File: src/rtl/branch_op_if.sv
`default_nettype none
// ============================================================================
//  Module      : branch_op_if
//  Description : Opcode-in / branch-class-out bundle for the branch decoder.
//                master = instruction source, slave = decoder.
//  Revision    : 1.0 - initial release
// ============================================================================
interface branch_op_if;
   logic        in_valid;
   logic [5:0]  opcode;
   logic        out_valid;
   logic [5:0]  is_branch;
   logic        override_rt;
   logic [31:0] rt_val;

   modport master (
      output in_valid,
      output opcode,
      input  out_valid,
      input  is_branch,
      input  override_rt,
      input  rt_val
   );

   modport slave (
      input  in_valid,
      input  opcode,
      output out_valid,
      output is_branch,
      output override_rt,
      output rt_val
   );
endinterface
`default_nettype wire

File: src/rtl/branch_op.sv
`default_nettype none
// ============================================================================
//  Module      : branch_op
//  Description : Registered decoder of the MIPS primary opcode into a one-hot
//                branch/jump class plus the comparator second-operand override.
//                Fixed 1-cycle latency, 1 opcode per cycle, no other state.
//  Revision    : 1.0 - initial release
// ============================================================================
module branch_op (
   input  wire          clk,
   input  wire          rst_n,
   branch_op_if.slave   bus
);

   logic        out_valid_d,   out_valid_q;
   logic [5:0]  is_branch_d,   is_branch_q;
   logic        override_rt_d, override_rt_q;
   logic [31:0] rt_val_d,      rt_val_q;

   // Decode the incoming opcode; an invalid slot decodes to all-zero outputs.
   always_comb begin
      out_valid_d   = bus.in_valid;
      is_branch_d   = 6'b000000;
      override_rt_d = 1'b0;
      // Zero is the only constant operand any branch compares against.
      rt_val_d      = 32'h0000_0000;
      if (bus.in_valid) begin
         case (bus.opcode)
            6'h04: is_branch_d = 6'b000001;          // BEQ
            6'h05: is_branch_d = 6'b000010;          // BNE
            6'h06: begin                             // BLEZ: rs vs zero
               is_branch_d   = 6'b000100;
               override_rt_d = 1'b1;
            end
            6'h07: begin                             // BGTZ: rs vs zero
               is_branch_d   = 6'b001000;
               override_rt_d = 1'b1;
            end
            6'h01: begin                             // REGIMM: rs vs zero
               is_branch_d   = 6'b010000;
               override_rt_d = 1'b1;
            end
            6'h02,
            6'h03: is_branch_d = 6'b100000;          // J / JAL
            default: begin
               is_branch_d   = 6'b000000;
               override_rt_d = 1'b0;
            end
         endcase
      end
   end

   // Output registers; reset clears them immediately, independent of clk.
   always_ff @(posedge clk or negedge rst_n) begin
      if (!rst_n) begin
         out_valid_q   <= 1'b0;
         is_branch_q   <= 6'b000000;
         override_rt_q <= 1'b0;
         rt_val_q      <= 32'h0000_0000;
      end else begin
         out_valid_q   <= out_valid_d;
         is_branch_q   <= is_branch_d;
         override_rt_q <= override_rt_d;
         rt_val_q      <= rt_val_d;
      end
   end

   assign bus.out_valid   = out_valid_q;
   assign bus.is_branch   = is_branch_q;
   assign bus.override_rt = override_rt_q;
   assign bus.rt_val      = rt_val_q;

endmodule
`default_nettype wire

File: src/flat_wrapper.sv
// flat-port wrapper written by rule: the top's interface ports become plain ports
module branch_op_flat 
  (clk, rst_n, bus_in_valid, bus_opcode, bus_out_valid, bus_is_branch, bus_override_rt, bus_rt_val);
  branch_op_if bus_i ();
  input  wire clk;
  input  wire rst_n;
  input wire logic [$bits(bus_i.in_valid)-1:0] bus_in_valid;
  input wire logic [$bits(bus_i.opcode)-1:0] bus_opcode;
  output wire logic [$bits(bus_i.out_valid)-1:0] bus_out_valid;
  output wire logic [$bits(bus_i.is_branch)-1:0] bus_is_branch;
  output wire logic [$bits(bus_i.override_rt)-1:0] bus_override_rt;
  output wire logic [$bits(bus_i.rt_val)-1:0] bus_rt_val;
  assign bus_i.in_valid = bus_in_valid;
  assign bus_i.opcode = bus_opcode;
  assign bus_out_valid = bus_i.out_valid;
  assign bus_is_branch = bus_i.is_branch;
  assign bus_override_rt = bus_i.override_rt;
  assign bus_rt_val = bus_i.rt_val;
  branch_op u_core (.clk(clk), .rst_n(rst_n), .bus(bus_i));
endmodule
File: config.mk
export PLATFORM = sky130hd
export DESIGN_NAME = branch_op_flat
export DESIGN_NICKNAME = d
export VERILOG_FILES = /design/src/rtl/branch_op_if.sv /design/src/rtl/branch_op.sv /design/src/flat_wrapper.sv
export SDC_FILE = /design/constraint.sdc
export NUM_CORES = 1
export LEC_CHECK = 0
export CAP_MARGIN = 20
export CORE_ASPECT_RATIO = 0.8
export CORE_MARGIN = 2
export CORE_UTILIZATION = 29
export CTS_BUF_LIST = sky130_fd_sc_hd__clkbuf_2 sky130_fd_sc_hd__clkbuf_4 sky130_fd_sc_hd__clkbuf_8
export DETAILED_ROUTE_END_ITERATION = 10
export PLACE_DENSITY = 0.77
export SYNTH_ARGS = -nofsm -noshare
export SYNTH_HDL_FRONTEND = slang
export SYNTH_SLANG_ARGS = --single-unit
File: constraint.sdc
create_clock -name clk -period 0.8 [get_ports clk]
set_input_delay 0.08 -clock clk [delete_from_list [all_inputs] [get_ports clk]]
set_output_delay 0.08 -clock clk [all_outputs]
set_load 0.005 [all_outputs]
==> reports/qor.txt <==
Seq/Total Area, Yosys -> 34.6%
Layout Nets -> 91
DP Area -> 659 um^2
TritonCTS clock tree -> done
Mux share of post-synthesis cell area -> 0%
Combinational family with the most area after synthesis -> buffers and inverters
Crit start category -> input pin
FP Rows -> 14
Flops & latches, synth -> 8
Routability cong. -> 0.652
Commonest non-fill, non-tap cells in the layout -> conb_1, buf_2, dfrtp_1
Seq. cell area -> 200 um^2
Remaining Overflow, GRT -> 0
Initial antenna violation count -> 0
Hold_ws -> 0.102 ns
Drt pass-1 iters -> 2
Cell variety after synth -> 13
Final std cell area, no fill -> 684 um^2
Inserted Diodes -> 0
Setup WS post-layout -> -0.0694 ns
Failing checks -> setup timing
Die area -> 2370 um^2
Initial Util -> 30.8%
Logic pwr share -> 17.9%
Avg Cell Area, Syn -> 10.3 um^2
Routed wire length per instance -> 8.86 um
Aggregate routed wire length -> 921 um
Final core area utilization -> 36.5%
Crit-path max FO -> 7
Lkg Pwr -> 0.376 nW
Final min period -> 0.869 ns
Post-Syn Area -> 578 um^2
Via density -> 3.34
Outcome -> complete, but fails checks
Core Region -> 1870 um^2
CTS buffer count -> 3
Clock-pin slew on the worst setup and hold paths -> 0.05 ns
Multi-input logic area -> 241 um^2
Setup-failing EPs final -> 4
GRT Overall Usage -> 7.38%
Peak VDD IR -> 0.724 mV
Setup CP Type -> in2reg
Crit share post-route -> 109%
Die H -> 43.9 um
Largest net degree at the start of global routing -> 9
CP required -> 0.96 ns
RSZ-0062 raised after global routing -> yes
I/O Pins -> 49
Synth Area in Adders -> 0%
Crit path DAT -> 1.03 ns
Via Count -> 347
DRC violation count after routing -> 0
Maxcap violations -> 0
Most common cell after layout, fill and taps aside -> conb_1
Clock root cell -> clkbuf_4
Sequential Power Share -> 48.6%
Vias in the first global route -> 282
Simple-gate share of the synthesized area -> 18.4%
Fmax -> 1150 MHz
Number of port buffers -> 16
Slew Viols, Final -> 0
Drt first-iter violations -> 1
First-pass GRT wire length -> 1250 um
Hold Crit Class -> in2async
Total power -> 0.000847 W
CTS Buffer Depth -> 2
Internal power -> 0.000642 W
CTS H-tree lvls -> 1
Area grow syn2layout -> 18.4%
Compound-Gate Fraction of Synth Area -> 1.52%
Switching Share -> 24.2%
DP HPWL -> 748 um
Clock power share -> 33.5%
Hold Fails Final Rpt -> 0
Layout cells sized above 1 -> 38.8%
Power Dens Cells -> 1240 nW/um^2
Ys Warns -> 0
Antenna viol nets, final -> 0
Crit. End Element -> flop
Clock Sinks -> 8
Die Width -> 53.9 um
Cells after Synth -> 56
NetSw -> 0.000205 W
Post-Synth XOR/XNOR Area -> 0%
Filler cell count -> 202
==> logic make-up after synthesis <==
family | Yosys count
compound gates | 1
buf+inv | 35
flops | 8
other cells | 1
simple gates | 11
==> metal layers <==
layer | global-route usage (%) | share of wire, %
met1 | 7.63 | 32
met2 | 14.4 | 50
met3 | 2.07 | 18
met4 | 1.54 | 0
met5 | 0 | 0
==> sequential cells by signal, indices dropped and copies added (netlist names) <==
signal	cells
u_core.bus.is_branch	6
u_core.bus.out_valid	1
u_core.bus.override_rt	1
==> worst paths after layout <==
kind	from	to	slack (ns)	cells after the start
setup / recovery	bus_opcode[5]	u_core.bus.is_branch[3]	-0.07	4
hold / removal	rst_n	u_core.bus.override_rt	0.10	1
max in group asynchronous	rst_n	u_core.bus.is_branch[3]	0.45	1
min in group clk	bus_opcode[3]	u_core.bus.is_branch[2]	0.18	3
==> power by group through the flow <==
stage	clock, W	sequential (W)	combinational [W]
after floorplan	0	0.000419	0.000176
final	0.000284	0.000412	0.000152
after global routing	0.000326	0.000411	0.000168
after CTS	0.000295	0.000411	0.000143
after detailed placement	0	0.000418	0.000144
after global placement	0	0.000418	0.000141
==> cells in the mapped netlist <==
cell	instances	area, um^2
conb_1	1	3.75
buf_4	32	240
nand2b_1	1	6.26
dfrtp_1	8	200
a21oi_2	1	8.76
inv_1	2	7.51
or4b_1	1	10.0
nor4_4	1	21.3
buf_6	1	11.3
or3b_2	1	8.76
nand2_1	2	7.51
nor3_2	4	40.0
nor4_2	1	12.5
==> critical path, cell delays in order <==
cell and delay [ns]:
buf_6 0.09, or4b_4 0.61, buf_6 0.15, nor3_2 0.09
==> layout make-up <==
cell class / count / share of cell area [%]
tap: 24 / 4.39
clock buffer: 3 / 3.29
timing repair buffer: 23 / 26.1
inverter: 2 / 1.65
sequential: 8 / 29.3
multi-input combinational: 44 / 35.3
==> per-stage QoR <==
step / std cells / setup WS (ns) / TNS [ns]
2_1_floorplan: 87 / -0.154 / -0.879
5_1_grt: 104 / -0.0856 / -0.445
4_1_cts: 104 / -0.0815 / -0.300
6_report: 104 / -0.0694 / -0.199
3_3_place_gp: 97 / -0.581 / -4.34
3_5_place_dp: 97 / -0.565 / -4.41
==> repair_timing <==
action | 4_1_cts | 5_1_grt
resized for setup | 52 | 4
setup endpoints to repair | 15 | 12
buffers inserted | 3 | 0
hold buffers | 1 | 0
hold endpoints to repair | 1 | 0
pin swaps | 3 | 2
No activity file was read; power rests on OpenSTA's default activity.
